===== src/rtl/encoder_8_3_sync.sv =====
// encoder_8_3_sync: synchronised, optionally debounced (ENC_DEBOUNCE_EN) 8-to-3 priority encoder
// presenting one code per key press on a valid/ready handshake.
module encoder_8_3_sync #(
    parameter int DB_CYCLES = 4,
    parameter int CNT_W     = 3
) (
    input  logic       clk,
    input  logic       rst,
    input  logic [7:0] in_n,
    output logic [2:0] out_code,
    output logic       out_valid,
    input  logic       out_ready,
    output logic       out_multi
);
    typedef enum logic [1:0] {
        IDLE,
        PRESENT,
        RELEASE
`ifdef ENC_DEBOUNCE_EN
        , DEBOUNCE
`endif
    } state_t;

    state_t      r_state, n_state;
    logic [7:0]  r_s1, r_s2;
    logic [2:0]  r_code, n_code;
    logic        r_multi, n_multi;
    logic        r_valid, n_valid;
    logic [7:0]  w_src;
    logic [7:0]  w_low;
    logic [2:0]  w_code;
    logic        w_multi;
    logic        w_idle;

`ifdef ENC_DEBOUNCE_EN
    logic [7:0]       r_snap, n_snap;
    logic [CNT_W-1:0] r_cnt, n_cnt;
    assign w_src = r_snap;
`else
    logic w_unused_cfg;
    assign w_unused_cfg = ^{DB_CYCLES[0], CNT_W[0]};
    assign w_src = r_s2;
`endif

    function automatic logic [2:0] enc(input logic [7:0] v);
        enc = 3'd0;
        for (int i = 7; i >= 0; i--)
            if (!v[i]) enc = i[2:0];
    endfunction

    // lowest-index low bit wins; multi when clearing that bit still leaves one low
    assign w_low   = ~w_src;
    assign w_code  = enc(w_src);
    assign w_multi = |(w_low & (w_low - 8'd1));
    assign w_idle  = (r_s2 == 8'hFF);

    always_comb begin
        n_state = r_state;
        n_code  = r_code;
        n_multi = r_multi;
        n_valid = r_valid;
`ifdef ENC_DEBOUNCE_EN
        n_snap  = r_snap;
        n_cnt   = r_cnt;
`endif
        case (r_state)
            IDLE: if (!w_idle) begin
`ifdef ENC_DEBOUNCE_EN
                n_snap  = r_s2;
                n_cnt   = '0;
                n_state = DEBOUNCE;
`else
                n_code  = w_code;
                n_multi = w_multi;
                n_valid = 1'b1;
                n_state = PRESENT;
`endif
            end
`ifdef ENC_DEBOUNCE_EN
            DEBOUNCE: begin
                if (w_idle) n_state = IDLE;
                else if (r_s2 != r_snap) begin
                    n_snap = r_s2;
                    n_cnt  = '0;
                end else if (r_cnt == CNT_W'(DB_CYCLES - 1)) begin
                    n_code  = w_code;
                    n_multi = w_multi;
                    n_valid = 1'b1;
                    n_state = PRESENT;
                end else n_cnt = r_cnt + 1'b1;
            end
`endif
            PRESENT: if (out_ready) begin
                n_valid = 1'b0;
                n_state = RELEASE;
            end
            RELEASE: n_state = w_idle ? IDLE : RELEASE;
            default: n_state = IDLE;
        endcase
    end

    always_ff @(posedge clk) begin
        if (rst) begin
            r_s1    <= 8'hFF;
            r_s2    <= 8'hFF;
            r_state <= IDLE;
            r_code  <= 3'd0;
            r_multi <= 1'b0;
            r_valid <= 1'b0;
`ifdef ENC_DEBOUNCE_EN
            r_snap  <= 8'hFF;
            r_cnt   <= '0;
`endif
        end else begin
            r_s1    <= in_n;
            r_s2    <= r_s1;
            r_state <= n_state;
            r_code  <= n_code;
            r_multi <= n_multi;
            r_valid <= n_valid;
`ifdef ENC_DEBOUNCE_EN
            r_snap  <= n_snap;
            r_cnt   <= n_cnt;
`endif
        end
    end

    assign out_code  = r_code;
    assign out_multi = r_multi;
    assign out_valid = r_valid;
endmodule

===== config.mk =====
export PLATFORM = sky130hd
export DESIGN_NAME = encoder_8_3_sync
export DESIGN_NICKNAME = d
export VERILOG_FILES = /design/src/rtl/encoder_8_3_sync.sv
export SDC_FILE = /design/constraint.sdc
export NUM_CORES = 1
export LEC_CHECK = 0
export CORE_UTILIZATION = 50
export CTS_BUF_LIST = sky130_fd_sc_hd__clkbuf_16
export DETAILED_ROUTE_END_ITERATION = 16
export PLACE_DENSITY_LB_ADDON = 0.12
export REMOVE_ABC_BUFFERS = 1
export SYNTH_ARGS = -nofsm -noshare
export SYNTH_HDL_FRONTEND = slang
export SYNTH_SLANG_ARGS = --single-unit

===== constraint.sdc =====
create_clock -name clk -period 2.6 [get_ports clk]
set_clock_uncertainty 0.2 [all_clocks]
set_input_delay 0.26 -clock clk [delete_from_list [all_inputs] [get_ports clk]]
set_output_delay 0.26 -clock clk [all_outputs]
set_load 0.1 [all_outputs]

Word level (Yosys, flattened, before mapping) --
Cells that the tools add are included. W data, S select, Z words.
Operators by class: add/sub/neg operators 1, multiply operators 0, divide/modulo/power cells 0, magnitude comparators 0, equality and inequality tests 5, shifts and indexed selects 0, multiplexer cells 15, bitwise gates (word level) 3, reductions and logical operators 6
Operators by type and width (number):
- $mux W3 | 8
- $and A8 B8 Y8 | 1
- $eq A8 B8 Y1 const B | 1
- $not A8 Y8 | 1
- $reduce_or A8 Y1 | 1
- $sub A8 B1 Y8 const B | 1
- $mux W2 | 3
- $pmux W2 S3 | 1
- $ne A2 B2 Y1 const B | 2
- $reduce_and A2 Y1 | 2
- $reduce_and A3 Y1 | 1
- $eq A2 B1 Y1 const B | 1
- $eq A2 B2 Y1 const B | 1
- $logic_not A2 Y1 | 1
- $mux W1 | 2
- $pmux W1 S2 | 1
- $reduce_bool A2 Y1 | 1
- $not A1 Y1 | 1
Storage, ports and cells: bits in registers 23, bits in latches 0, memory bits (writable) 0, bits in read-only memories 0, output and inout port bits 5, word-level logic and storage cells 36, memories 0

Longest topological paths before layout --
word-level depth 8, gate-level depth with buffers 5

Worst setup path after synthesis --
OpenSTA, ideal clock, no wires.
kind flip-flop to flip-flop, from register out_valid (netlist name), to register r_valid, in the netlist out_valid, setup time 71 ps, data arrival time 1293 ps, data required time 2329 ps, slack 1036 ps, cell stages (with the launch flop) 3, buffers on the path 0, period minus slack after synthesis 1564 ps, cell sequence dfxtp_1 -> o21ai_0 -> a21oi_1
RTL lines:
- end signal, assigned | line 120 | r_valid <= n_valid;
- end, declared | line 28 | logic r_valid, n_valid;

Final worst setup path --
from register r_s2[0], to register r_multi, in the netlist out_multi
Between the ends: cells in the longest elaborated chain, start to end 4, elaborated cells between the ends (all ways) 7, classes of those cells add/sub: 1; eq/ne: 1; bitwise: 3; reduce/logical: 2
RTL lines:
- start, declared | line 25 | logic [7:0] r_s1, r_s2;
- start signal, assigned | line 116 | r_s2 <= r_s1;
- $not A8 Y8 | line 52 | assign w_low = ~w_src;
- $sub A8 B1 Y8 | line 54 | assign w_multi = |(w_low & (w_low - 8'd1));
- $and A8 B8 Y8 | line 54
- $reduce_or A8 Y1 | line 54
- end signal, assigned | line 119 | r_multi <= n_multi;
- end, declared | line 27 | logic r_multi, n_multi;
Several ways; a longest one is shown, not always the timed one. A chain may end at the register's enable or synchronous reset.

==> key figures <==
Setup path
  – Cells along the critical path: and4_4 > maj3_2 > nand2_1 > a211oi_2 > nor3_2
  – Worst setup EP type: flip-flop
  – Critical path buffers and inverters: 0
  – Required @ worst endpoint: 2.52 ns
  – Crit Path Class: flip-flop to flip-flop
  – Delay-heaviest family, CP: flip-flops
  – Worst Setup SP: r_s2[0]
  – CP arrival: 1.42 ns
  – FF-to-FF Start: r_s2[0]
  – Slowest-stage cell, CP: dfxtp_1
  – R2r setup slk: ~1.1 ns
  – Worst reg-to-reg path cell count: 5
  – WP depth: 5
  – Worst setup path end: out_multi
  – R2r endpoint: out_multi
  – CP max stage delay: 0.41 ns
  – Startpoint Class: flip-flop
  – Crit-path max FO: 5

STA
  – Slew @ Worst Pin: 0.6067 ns
  – Final Cycle Share: 0.5785
  – Setup TNS: 0 ns
  – Final Max Tran Viols: 0
  – RSZ-0062 raised after global routing: false
  – Fin crit period: 1.504 ns
  – F_max: 0.6648 GHz
  – # setup viols final: 0
  – Final hold vios: 0
  – Max-slew headroom: 0.5942

Clock network
  – CTS Root Cell: clkbuf_16
  – # hold bufs at CTS: 0
  – Total CTS buffers: 3
  – Postcts setup bufs: 0
  – Clock-pin slew on the worst setup and hold paths: 0.06 ns
  – Clk Latency, worst-skew pair: 0.25 ns
  – Clock tree buffer depth: 2
  – H-tree level count: 1
  – Clock tree sinks: 23
  – CTS resizes: 0
  – TritonCTS clock tree: built

GRT
  – Total track usage: 0.1538
  – Initial antenna violation count: 0
  – Largest net degree at the start of global routing: 24
  – Vias in the first global route: 522
  – First-pass GRT wire length: about 2100 µm
  – Final global-route overflow total: 0

Logic synthesis
  – Synth async-reset ratio: 0
  – Top cells by area, synth: dfxtp_1, or2_2, nand2_1
  – Post-synth EDFFs: 0
  – Most frequent cell after synthesis: dfxtp_1
  – Syn_area_per_cell: between 9 and 10 µm²
  – Largest family of logic cells by synthesized area: simple AND/OR/NAND/NOR gates
  – Syn. warnings: 0
  – Post-synth top area cell: dfxtp_1
  – Ys flop type: dfxtp_1
  – Synth top area share: 0.5542
  – Synthesized flop and latch total: 23
  – Sequential share of the synthesized area: 0.5542
  – Area of the mapped netlist: 830.8 µm²
  – Compound-Gate Fraction of Synth Area: 0.1386
  – Post-synthesis adder-cell area fraction: 0.01355
  – Synth top cells by count: dfxtp_1, or2_2, nand2_1, a21oi_1, nor2_1
  – Simple-gate share of the synthesized area: 0.2711
  – Multiplexer area fraction after synthesis: 0
  – Library cells used by synthesis: 25
  – Synthesized instance count: 85
  – Post-Synth XOR/XNOR Area: 0

Place
  – Post-DP HPWL: around 860 µm
  – Dpl cell area: 980.9 µm²
  – Placed insts: 114
  – Port Buf Inserts: 15
  – Global placement routability congestion: 0.7558

Layout
  – Antenna cell count: 0
  – Non-filler cells, final: 118
  – Area grow syn2layout: 27.71%
  – Nets: 114
  – Share of layout cells above drive strength 1: 0.2843
  – FILL cells: ~120
  – Design area: 1061 µm²
  – Final core occ: 0.6962

Floorplanning
  – Core Area: 1524 µm²
  – I/O pin count: 16
  – Chip Height: approximately 43 µm
  – Die ar.: 1828 µm²
  – Starting density of the core: 0.5452
  – Die width: 42.76 µm
  – Number of core rows: 14

Detailed routing
  – Vias: 615
  – Routed vias/inst: 5.212
  – DRC: 0
  – WL final: 1243 µm
  – DR WL/cell: 10.53 µm
  – First-pass DRT Iterations: 4
  – Initial DRC count: 16
  – Antenna Nets Post-Route: 0

Hold path
  – Hold Path Cell Cnt: 1
  – Hold WC Path Type: flip-flop to flip-flop

Power
  – PD cells: 834.4 nW/µm²
  – Peak VDD IR: 0.4708 mV
  – PnR Total Power: 885.3 µW
  – Leak: 0.0004456 µW

Flow run
  – Max_cap viols: 0

Run status
  – Status: complete, no violations
==> stage by stage <==
stage / hold WS, ns / setup slack, ns
after floorplan: 0.1291 / 1.036
after global placement: 0.1904 / 0.8534
after detailed placement: 0.1933 / 0.8473
after CTS: 0.2069 / 1.080
after global routing: 0.2188 / 0.8676
final: 0.2062 / 1.096
==> cell families (layout without fill, tap and decap cells) <==
| family | Yosys count | in the layout |
|---|---|---|
| AND/OR/NAND/NOR | 39 | 39 |
| flip-flops | 23 | 23 |
| AO/OA/AOI/OAI | 17 | 17 |
| buffers and inverters | 5 | 22 |
| adder cells (fa/ha/maj) | 1 | 1 |
==> sequential cells by signal (all words and copies together), names as in the netlist <==
name and count:
out_valid 1, r_s1 8, out_multi 1, r_state 2
out_code 3, r_s2 8
==> layer usage <==
layer / GRT usage / share of wire
met1: 0.1838 / 0.45
met2: 0.2545 / 0.51
met3: 0.03830 / 0.039
met4: 0.07500 / 0.0072
met5: 0 / 0
==> cells in the final DEF (no fill, tap or decap), types with 2 or more instances in the layout <==
cell type        synthesis  layout
nor3_1                   2       2
nor2_1                   4       4
nand4_1                  2       2
nand3b_1                 2       2
buf_4                    0       5
clkbuf_16                0       3
a211oi_1                 2       2
clkdlybuf4s50_1          0      10
inv_1                    3       3
a21oi_1                  5       5
nand2_1                  8       8
dfxtp_1                 23      23
o21ai_0                  3       3
or2_2                   16      16
==> how the worst min path moves through the flow <==
stage,from,slack [ns],end
after detailed placement,r_s1[4],0.19,r_s2[4]
after floorplan,rst,0.13,out_code[0]
after CTS,r_s1[4],0.21,r_s2[4]
final,r_s1[4],0.21,r_s2[4]
after global routing,r_s1[0],0.22,r_s2[0]
after global placement,r_s1[7],0.19,r_s2[7]
==> power by group <==
| part | leakage, µW | switching [µW] | internal (µW) |
|---|---|---|---|
| Sequential | 0.000191 | 16.6 | 377 |
| Clock | 0.0000409 | 118 | 206 |
| Combinational | 0.000214 | 109 | 58.0 |
| Total | 0.000446 | 244 | 642 |
==> final cells by class <==
class | count | area (µm²) | area share
clock buffer | 3 | 75.07 | 0.07075
clock inverter | 1 | 5.005 | 0.004717
inverter | 3 | 11.26 | 0.01061
multi-input combinational | 57 | 351.6 | 0.3314
sequential | 23 | 460.4 | 0.4340
tap | 16 | 20.02 | 0.01887
timing repair buffer | 15 | 137.6 | 0.1297
Power figures use the tool's default switching activity.
